--- config.mk ---
export PLATFORM = sky130hd
export DESIGN_NAME = uart_receiver_flat
export DESIGN_NICKNAME = d
export VERILOG_FILES = /design/src/rtl/uart_receiver_if.sv /design/src/rtl/uart_receiver.sv /design/src/flat_wrapper.sv
export SDC_FILE = /design/constraint.sdc
export NUM_CORES = 1
export LEC_CHECK = 0
export ABC_AREA = 0
export CAP_MARGIN = 10
export CELL_PAD_IN_SITES_DETAIL_PLACEMENT = 2
export CELL_PAD_IN_SITES_GLOBAL_PLACEMENT = 2
export CORE_AREA = 2 2 67 94
export CTS_CLUSTER_DIAMETER = 100
export DETAILED_ROUTE_END_ITERATION = 8
export DIE_AREA = 0 0 69 96
export PLACE_DENSITY_LB_ADDON = 0.1
export SYNTH_ARGS = -nofsm -noshare
export SYNTH_HDL_FRONTEND = slang
export SYNTH_SLANG_ARGS = --single-unit
export TNS_END_PERCENT = 1
--- constraint.sdc ---
create_clock -name clk -period 2.4 [get_ports clk]
set_clock_uncertainty 0.15 [all_clocks]
set_input_delay 0.48 -clock clk [delete_from_list [all_inputs] [get_ports clk]]
set_output_delay 0.48 -clock clk [all_outputs]
set_load 0.02 [all_outputs]
--- src/rtl/uart_receiver_if.sv ---
// Signal bundle between the 8N1 UART receiver and its consumer.
// The master modport is the receiver. The slave modport is the controller or the line driver.
interface uart_receiver_if;
  logic       UART_RX;
  logic [7:0] RX_DATA;
  logic       RX_STATUS;
  logic       FRAME_ERR;
  logic [2:0] dbg_state;

  // RX_STATUS and FRAME_ERR are single-clk strobes with no ready/back-pressure:
  // RX_DATA is valid from the RX_STATUS clk until the next RX_STATUS, and the
  // consumer must take it in that window; FRAME_ERR carries no data.
  modport master (
    input  UART_RX,
    output RX_DATA, RX_STATUS, FRAME_ERR, dbg_state
  );

  modport slave (
    output UART_RX,
    input  RX_DATA, RX_STATUS, FRAME_ERR, dbg_state
  );
endinterface

--- src/rtl/uart_receiver.sv ---
// 8N1 UART receive front end: 2-flop synchronizer, oversampling prescaler,
// 3-sample majority vote per bit, byte strobe and frame-error strobe.
module uart_receiver #(
  parameter int CLK_FREQ   = 100_000_000,
  parameter int BAUD_RATE  = 9600,
  parameter int OVERSAMPLE = 16
) (
  input  logic             clk,
  input  logic             reset,
  uart_receiver_if.master  bus
);

  localparam int DIV = CLK_FREQ / (BAUD_RATE * OVERSAMPLE);
  localparam int M   = OVERSAMPLE / 2;
  localparam int PW  = (DIV > 1) ? $clog2(DIV) : 1;
  localparam int TW  = $clog2(OVERSAMPLE);

  localparam logic [PW-1:0] PRESC_MAX = PW'(DIV - 1);
  localparam logic [TW-1:0] T_MAX     = TW'(OVERSAMPLE - 1);
  localparam logic [TW-1:0] T_A       = TW'(M - 1);
  localparam logic [TW-1:0] T_B       = TW'(M);
  localparam logic [TW-1:0] T_C       = TW'(M + 1);

  typedef enum logic [2:0] {
    IDLE  = 3'd0,
    START = 3'd1,
    DATA  = 3'd2,
    STOP  = 3'd3,
    BRK   = 3'd4
  } state_t;

  state_t        state;
  logic          rx_meta;
  logic          rx_s;
  logic [PW-1:0] presc;
  logic [TW-1:0] t_cnt;
  logic [2:0]    bit_idx;
  logic          samp_a;
  logic          samp_b;
  logic [7:0]    shift_q;
  logic [7:0]    rx_data;
  logic          rx_status;
  logic          frame_err;

  logic tick;
  logic vote_tick;
  logic vote;

  assign tick      = (state != IDLE) && (presc == PRESC_MAX);
  // The third sample is rx_s itself on the t=M+1 tick, so the vote resolves there.
  assign vote_tick = tick && (t_cnt == T_C);
  assign vote      = (samp_a & samp_b) | (samp_a & rx_s) | (samp_b & rx_s);

  always_ff @(posedge clk or negedge reset) begin
    if (!reset) begin
      state     <= IDLE;
      rx_meta   <= 1'b1;
      rx_s      <= 1'b1;
      presc     <= '0;
      t_cnt     <= '0;
      bit_idx   <= '0;
      samp_a    <= 1'b1;
      samp_b    <= 1'b1;
      shift_q   <= 8'h00;
      rx_data   <= 8'h00;
      rx_status <= 1'b0;
      frame_err <= 1'b0;
    end else begin
      rx_meta   <= bus.UART_RX;
      rx_s      <= rx_meta;
      rx_status <= 1'b0;
      frame_err <= 1'b0;

      if (state == IDLE) begin
        presc   <= '0;
        t_cnt   <= '0;
        bit_idx <= '0;
        if (!rx_s) state <= START;
      end else begin
        if (tick) begin
          presc <= '0;
          t_cnt <= (t_cnt == T_MAX) ? '0 : t_cnt + TW'(1);
        end else begin
          presc <= presc + PW'(1);
        end
        if (tick && t_cnt == T_A) samp_a <= rx_s;
        if (tick && t_cnt == T_B) samp_b <= rx_s;

        case (state)
          // A start bit that votes high was a glitch; the start bit otherwise runs to its end.
          START: begin
            if (vote_tick && vote) begin
              state <= IDLE;
            end else if (tick && t_cnt == T_MAX) begin
              state   <= DATA;
              bit_idx <= '0;
            end
          end
          DATA: begin
            if (vote_tick) shift_q <= {vote, shift_q[7:1]};
            if (tick && t_cnt == T_MAX) begin
              if (bit_idx == 3'd7) state <= STOP;
              else                 bit_idx <= bit_idx + 3'd1;
            end
          end
          // Decided mid stop bit so a start bit right after the stop bit is not missed.
          STOP: begin
            if (vote_tick) begin
              if (vote) begin
                rx_data   <= shift_q;
                rx_status <= 1'b1;
                state     <= IDLE;
              end else begin
                frame_err <= 1'b1;
                state     <= BRK;
              end
            end
          end
          BRK: begin
            if (rx_s) state <= IDLE;
          end
          default: state <= IDLE;
        endcase
      end
    end
  end

  assign bus.RX_DATA   = rx_data;
  assign bus.RX_STATUS = rx_status;
  assign bus.FRAME_ERR = frame_err;
  assign bus.dbg_state = state;

endmodule

--- src/flat_wrapper.sv ---
// flat-port wrapper written by rule: the top's interface ports become plain ports
module uart_receiver_flat 
#(
  parameter int CLK_FREQ   = 100_000_000,
  parameter int BAUD_RATE  = 9600,
  parameter int OVERSAMPLE = 16
)
  (clk, reset, bus_UART_RX, bus_RX_DATA, bus_RX_STATUS, bus_FRAME_ERR, bus_dbg_state);
  uart_receiver_if bus_i ();
  input  logic clk;
  input  logic reset;
  input wire logic [$bits(bus_i.UART_RX)-1:0] bus_UART_RX;
  output wire logic [$bits(bus_i.RX_DATA)-1:0] bus_RX_DATA;
  output wire logic [$bits(bus_i.RX_STATUS)-1:0] bus_RX_STATUS;
  output wire logic [$bits(bus_i.FRAME_ERR)-1:0] bus_FRAME_ERR;
  output wire logic [$bits(bus_i.dbg_state)-1:0] bus_dbg_state;
  assign bus_i.UART_RX = bus_UART_RX;
  assign bus_RX_DATA = bus_i.RX_DATA;
  assign bus_RX_STATUS = bus_i.RX_STATUS;
  assign bus_FRAME_ERR = bus_i.FRAME_ERR;
  assign bus_dbg_state = bus_i.dbg_state;
  uart_receiver #(.CLK_FREQ(CLK_FREQ), .BAUD_RATE(BAUD_RATE), .OVERSAMPLE(OVERSAMPLE)) u_core (.clk(clk), .reset(reset), .bus(bus_i));
endmodule
# After elaboration in Yosys (flattened, before gate mapping)

Index checks and enable logic that the tools add are counted.

Output and inout bits: 13
ROM bits: 0
Logic and storage cells: 85
Bits in registers: 42
Memories kept: 0
Bits in latches: 0
Input port bits: 3
Bits in writable memories: 0

Shift-type cells: 0
Reduce and logical (&&, ||, !) cells: 16
Add/sub/neg operators: 3
Bitwise gates (word level): 6
Multiply operators: 0
$lt $le $gt $ge: 0
Divide/modulo/power cells: 0
Equality and inequality tests: 19
Multiplexer cells: 29

Operator list:

| operator                                       | number |
|---|---|
| two-way mux 3 bit                              | 14 |
| two-way mux 10 bit                             | 2 |
| != test 3 x 1 -> 1 bit (second input constant) | 5 |
| == test 4 bit (second input constant)          | 3 |
| two-way mux 4 bit                              | 3 |
| case mux 3 bit (4 select lines)                | 1 |
| adder 10 x 1 -> 10 bit (second input constant) | 1 |
| == test 10 bit (second input constant)         | 1 |
| two-way mux 1 bit                              | 8 |
| == test 3 x 2 -> 1 bit (second input constant) | 2 |
| == test 3 bit (second input constant)          | 2 |
| logical AND 1 bit                              | 6 |
| != test 3 x 2 -> 1 bit (second input constant) | 2 |
| case mux 3 bit (2 select lines)                | 1 |
| AND reduction 6 bit                            | 1 |
| nonzero test 3 bit                             | 2 |
| AND reduction 5 bit                            | 1 |
| adder 4 x 1 -> 4 bit (second input constant)   | 1 |
| == test 4 x 3 -> 1 bit (second input constant) | 1 |
| != test 4 x 1 -> 1 bit (second input constant) | 1 |
| AND reduction 2 bit                            | 2 |
| AND reduction 4 bit                            | 1 |
| adder 3 x 1 -> 3 bit (second input constant)   | 1 |
| AND 1 bit                                      | 3 |
| other kinds (7)                                | 8 |

# Longest topological paths before layout

Depth after elaboration: 7
Mapped depth: 8
Mapped depth without buffers: 7

# Least setup slack after synthesis

Ideal clock, no wire load.

Path type: register to register
From: register u_core.state[0], in the netlist u_core.bus.dbg_state[0]
To: register u_core.bit_idx[1]
Path buffers: 1
Path slack: 0.087 ns
Period minus slack after synthesis: 2.313 ns
Setup time: 0.128 ns
Data required time: 2.122 ns
Stages on the path, launching flop included: 7
Arrival: 2.036 ns
Path through: dfrtp_1 > clkbuf_1 > or3_1 > nand4_2 > or3_1 > a221o_1 > mux2_1

Longest elaborated chain between the ends: 6
Elaborated cells on any way between the ends: 16
Classes of those cells: eq/ne: 6; mux: 2; reduce/logical: 8

RTL lines:

| what                             | line                 | source |
|---|---|---|
| start: declaration               | uart_receiver.sv:32  | `state_t state;` |
| start signal: assignment         | uart_receiver.sv:56  | `state <= IDLE;` |
| start signal: assignment         | uart_receiver.sv:78  | `if (!rx_s) state <= START;` |
| start signal: assignment         | uart_receiver.sv:93  | `state <= IDLE;` |
| nonzero test 3 bit               | uart_receiver.sv:49  | `assign tick = (state != IDLE) && (presc == PRESC_MAX);` |
| logical AND 1 bit                | uart_receiver.sv:49  |  |
| logical AND 1 bit                | uart_receiver.sv:51  | `assign vote_tick = tick && (t_cnt == T_C);` |
| logical AND 1 bit                | uart_receiver.sv:92  | `if (vote_tick && vote) begin` |
| != test 3 x 2 -> 1 bit (no line) | -                    |  |
| AND reduction 5 bit (no line)    | -                    |  |
| end signal: assignment           | uart_receiver.sv:103 | `else bit_idx <= bit_idx + 3'd1;` |
| end: declaration                 | uart_receiver.sv:37  | `logic [2:0] bit_idx;` |

Parallel ways exist; a longest one is shown, timed or not.
A chain may end at the register's enable or synchronous reset.

# Final worst setup path

From: register u_core.presc[2]
To: register u_core.bit_idx[1]

Longest elaborated chain between the ends: 6
Elaborated cells on any way between the ends: 9
Classes of those cells: eq/ne: 4; reduce/logical: 5

RTL lines:

| what                             | line                | source |
|---|---|---|
| start: declaration               | uart_receiver.sv:35 | `logic [PW-1:0] presc;` |
| start signal: assignment         | uart_receiver.sv:84 | `presc <= presc + PW'(1);` |
| == test 10 bit *                 | uart_receiver.sv:49 |  |
| logical AND 1 bit *              | uart_receiver.sv:49 |  |
| logical AND 1 bit                | uart_receiver.sv:51 |  |
| logical AND 1 bit                | uart_receiver.sv:92 |  |
| != test 3 x 2 -> 1 bit (no line) | -                   |  |
| AND reduction 5 bit (no line) *  | -                   |  |

Mark *: on every way between the ends. The rest lies on a longest branch, timed or not.

==> impl_metrics.py <==
metrics = {
    "outcome": {
        "status": "complete, no violations",
    },
    "synthesis": {
        "synth_cell_types": 37,
        "ys_warn_count": 0,
        "syn-mean-instance-area_um2": 11.6,
        "syn-num-nets": 179,
        "ys_ff_latch": 42,
        "synth_area_um2": 1970,
        "synthCells": 169,
        "yosysSeqAreaShare": 0.537,
    },
    "floorplanning": {
        "initial_core_util": 0.340,
        "die_height_um": 96,
        "rows": 33,
        "fp.dieW_um": 69,
        "design.core.area_um2": 5780,
        "dieArea_um2": 6620,
        "ios": 16,
    },
    "timing": {
        "hold_violations": 0,
        "min_period_ns": 2.28,
        "setup_tns_ns": 0,
        "maxSlewViolCount": 0,
        "tightestPinTransition_ns": 0.534,
        "finalSetupViolCount": 0,
        "finalCritPeriodShare": 0.948,
        "rsz0062_at_grt": "false",
        "timing.slew.headroom": 0.644,
        "fmax_ghz": 0.439,
    },
    "grt": {
        "grt_max_degree": 43,
        "antenna_found_initial": 0,
        "grt_overflow": 0,
        "grtUsageTotal": 0.150,
        "grt_pass1_wl_um": 7670,
        "grt_pass1_vias": 1515,
    },
    "power": {
        "p_clk_frac": 0.403,
        "pwr-share-comb": 0.015,
        "switchingPower_mw": 0.273,
        "internal-power_mw": 0.951,
        "p_total_mw": 1.22,
        "swShare": 0.223,
        "p_seq_frac": 0.582,
        "powerDensity_nw_per_um2": 515,
        "max-vdd-ir-drop_mv": 0.427,
        "p_leak_nw": 1.12,
    },
    "critical_path": {
        "rr_worst_depth": 5,
        "slowest_delay_ns": 0.45,
        "crit_required_ns": 2.43,
        "worstSetupStartpoint": "u_core.presc[2]",
        "cp_max_fo": 4,
        "reg2reg_from": "u_core.presc[2]",
        "critical_path_class": "reg2reg",
        "crit_arrival_ns": 2.31,
        "crit_end": "u_core.bit_idx[1]",
        "r2r-end": "u_core.bit_idx[1]",
        "cp_slowest_cell": "dfrtp_2",
        "worst_setup_path_start_kind": "flop",
        "r2r_slack_ns": 0.12,
        "path_cells": "nor4b_4 -> nand3_1 -> or3_1 -> a221o_1 -> mux2_1",
        "setup.worst_path.end_class": "flop",
    },
    "layout": {
        "n_antenna_cell": 0,
        "area_delta_synth_final_pct": 20.6,
        "num-nets-final": 207,
        "fin_cells": 268,
        "final_common_cell": "dfrtp_1",
        "drive_gt1_frac": 0.247,
        "layout_common_cells": "36 x dfrtp_1, 18 x mux2_2, 17 x nor2_1",
        "fillers": 605,
    },
    "place": {
        "dp_cells": 256,
        "gp_congestion": 0.764,
        "hpwl_um": 3340,
        "port_buffers": 15,
    },
    "route": {
        "firstDrtPassIters": 3,
        "drt-initial-drc-count": 41,
        "vias": 1354,
        "antenna_left": 0,
        "via_per_inst": 5.05,
        "wl_um": 4530,
        "post_drt_wl_per_cell_um": 16.9,
        "drc": 0,
    },
    "clocking": {
        "cts_buffers": 5,
        "clk_pin_slew_ns": 0.08,
        "ctsRootBufferMaster": "clkbuf_8",
        "clock_sinks": 42,
        "clockBufferDepth": 2,
        "clock_latency_ns": 0.30,
        "cts_tree": "yes",
        "holdBufCountCts": 0,
        "htree_levels": 2,
    },
    "job": {
        "cap_violations": 0,
    },
    "hold_path": {
        "hp-class": "in2async",
    },
}
-- cells in the mapped netlist (all sizes together) --
cell,count,area (um2)
and2,1,6.26
nand4b,1,8.76
mux2,20,225
inv,4,15.0
nor3b,2,15.0
nand3b,1,7.51
ha,7,87.6
nand2,9,33.8
and4,2,17.5
xnor2,7,61.3
nor4b,2,32.5
a21o,1,7.51
nor3,5,25.0
dfstp,4,105
nand4,2,18.8
clkbuf,7,26.3
dfrtp,38,951
o21a,1,7.51
nand3,8,40.0
a21boi,1,7.51
and3b,3,26.3
o21ai,4,20.0
xor2,3,26.3
nor2,17,63.8
and3,5,31.3
a221oi,1,8.76
maj3,1,10.0
a32o,1,10.0
o31ai,2,15.0
nor2b,2,12.5
a221o,1,10.0
or2,1,6.26
or3,3,18.8
a21oi,2,10.0
-- how the worst min path moves through the flow --
| stage | slack [ns] | depth (start not counted) | start | endpoint |
|---|---|---|---|---|
| finish | 0.08 | 2 | reset | u_core.bit_idx[0] |
| global route | 0.14 | 2 | reset | u_core.presc[4] |
| CTS | 0.12 | 2 | reset | u_core.bit_idx[0] |
| detailed placement | 0.21 | 0 | u_core.rx_meta | u_core.rx_s |
| global placement | 0.20 | 0 | u_core.rx_meta | u_core.rx_s |
| floorplan | 0.03 | 0 | reset | u_core.bit_idx[0] |
-- cell families after synthesis --
group,Yosys count,synth area share
AOI/OAI and AO/OA,14,0.0490
xor gates and xnor gates,10,0.0445
adders and majority gates,8,0.0496
buffers and inverters,11,0.0210
DFF,42,0.537
muxes,20,0.114
and+or+nand+nor,64,0.185
-- stage by stage --
stage / utilization / area (um2) / hold WS (ns) / setup slack, ns
after floorplan: - / 1970 / 0.0344 / 0.0870
after global placement: 0.388 / 2240 / 0.195 / 0.168
after detailed placement: 0.388 / 2240 / 0.210 / 0.0754
after CTS: 0.405 / 2340 / 0.115 / 0.0643
after global routing: 0.411 / 2370 / 0.137 / 0.00659
final: 0.411 / 2370 / 0.0795 / 0.124
-- cell type report --
cell class | count | area (um2) | share of cell area
Sequential cell | 42 | 1060 | 0.446
Tap cell | 70 | 87.6 | 0.0369
Multi-Input combinational cell | 116 | 871 | 0.367
Inverter | 4 | 15.0 | 0.00633
Timing Repair Buffer | 28 | 243 | 0.102
Clock inverter | 2 | 16.3 | 0.00685
Clock buffer | 6 | 82.6 | 0.0348
-- worst max-delay path, delay by kind of cell, from the launching register on --
family | cells | cell delay, ns
AO/OA/AOI/OAI | 1 | 0.35
flip-flops | 1 | 0.45
multiplexers | 1 | 0.33
AND/OR/NAND/NOR | 3 | 0.88
-- metal layers --
layer	vias to the layer above	wire length [um]	global-route usage	share of wire
met4	0	64	0.0539	0.014
met2	16	2510	0.280	0.55
met1	688	1870	0.169	0.41
met3	6	84	0.0314	0.019
li1	644	-	-	-
met5	-	0	0	0
-- power by group through the flow --
stage | Sequential [mW] | Clock (mW) | Combinational (mW)
2_1_floorplan | 0.725 | 0 | 0.00275
3_3_place_gp | 0.726 | 0 | 0.0194
3_5_place_dp | 0.726 | 0 | 0.0203
4_1_cts | 0.713 | 0.517 | 0.0202
5_1_grt | 0.713 | 0.544 | 0.0217
6_report | 0.712 | 0.493 | 0.0181
-- registers in the layout (all words and copies together), names as in the netlist, 3 cells and up --
signal and cells:
u_core.presc 10, u_core.bus.RX_DATA 8, u_core.shift_q 8, u_core.t_cnt 4
u_core.bit_idx 3, u_core.bus.dbg_state 3
-- what timing repair did --
| item | 4_1_cts | 5_1_grt |
|---|---|---|
| setup buffers | 0 | 4 |
| endpoints found under the setup margin | 0 | 2 |
| resized for setup | 0 | 2 |
Power figures use the tool's default switching activity.
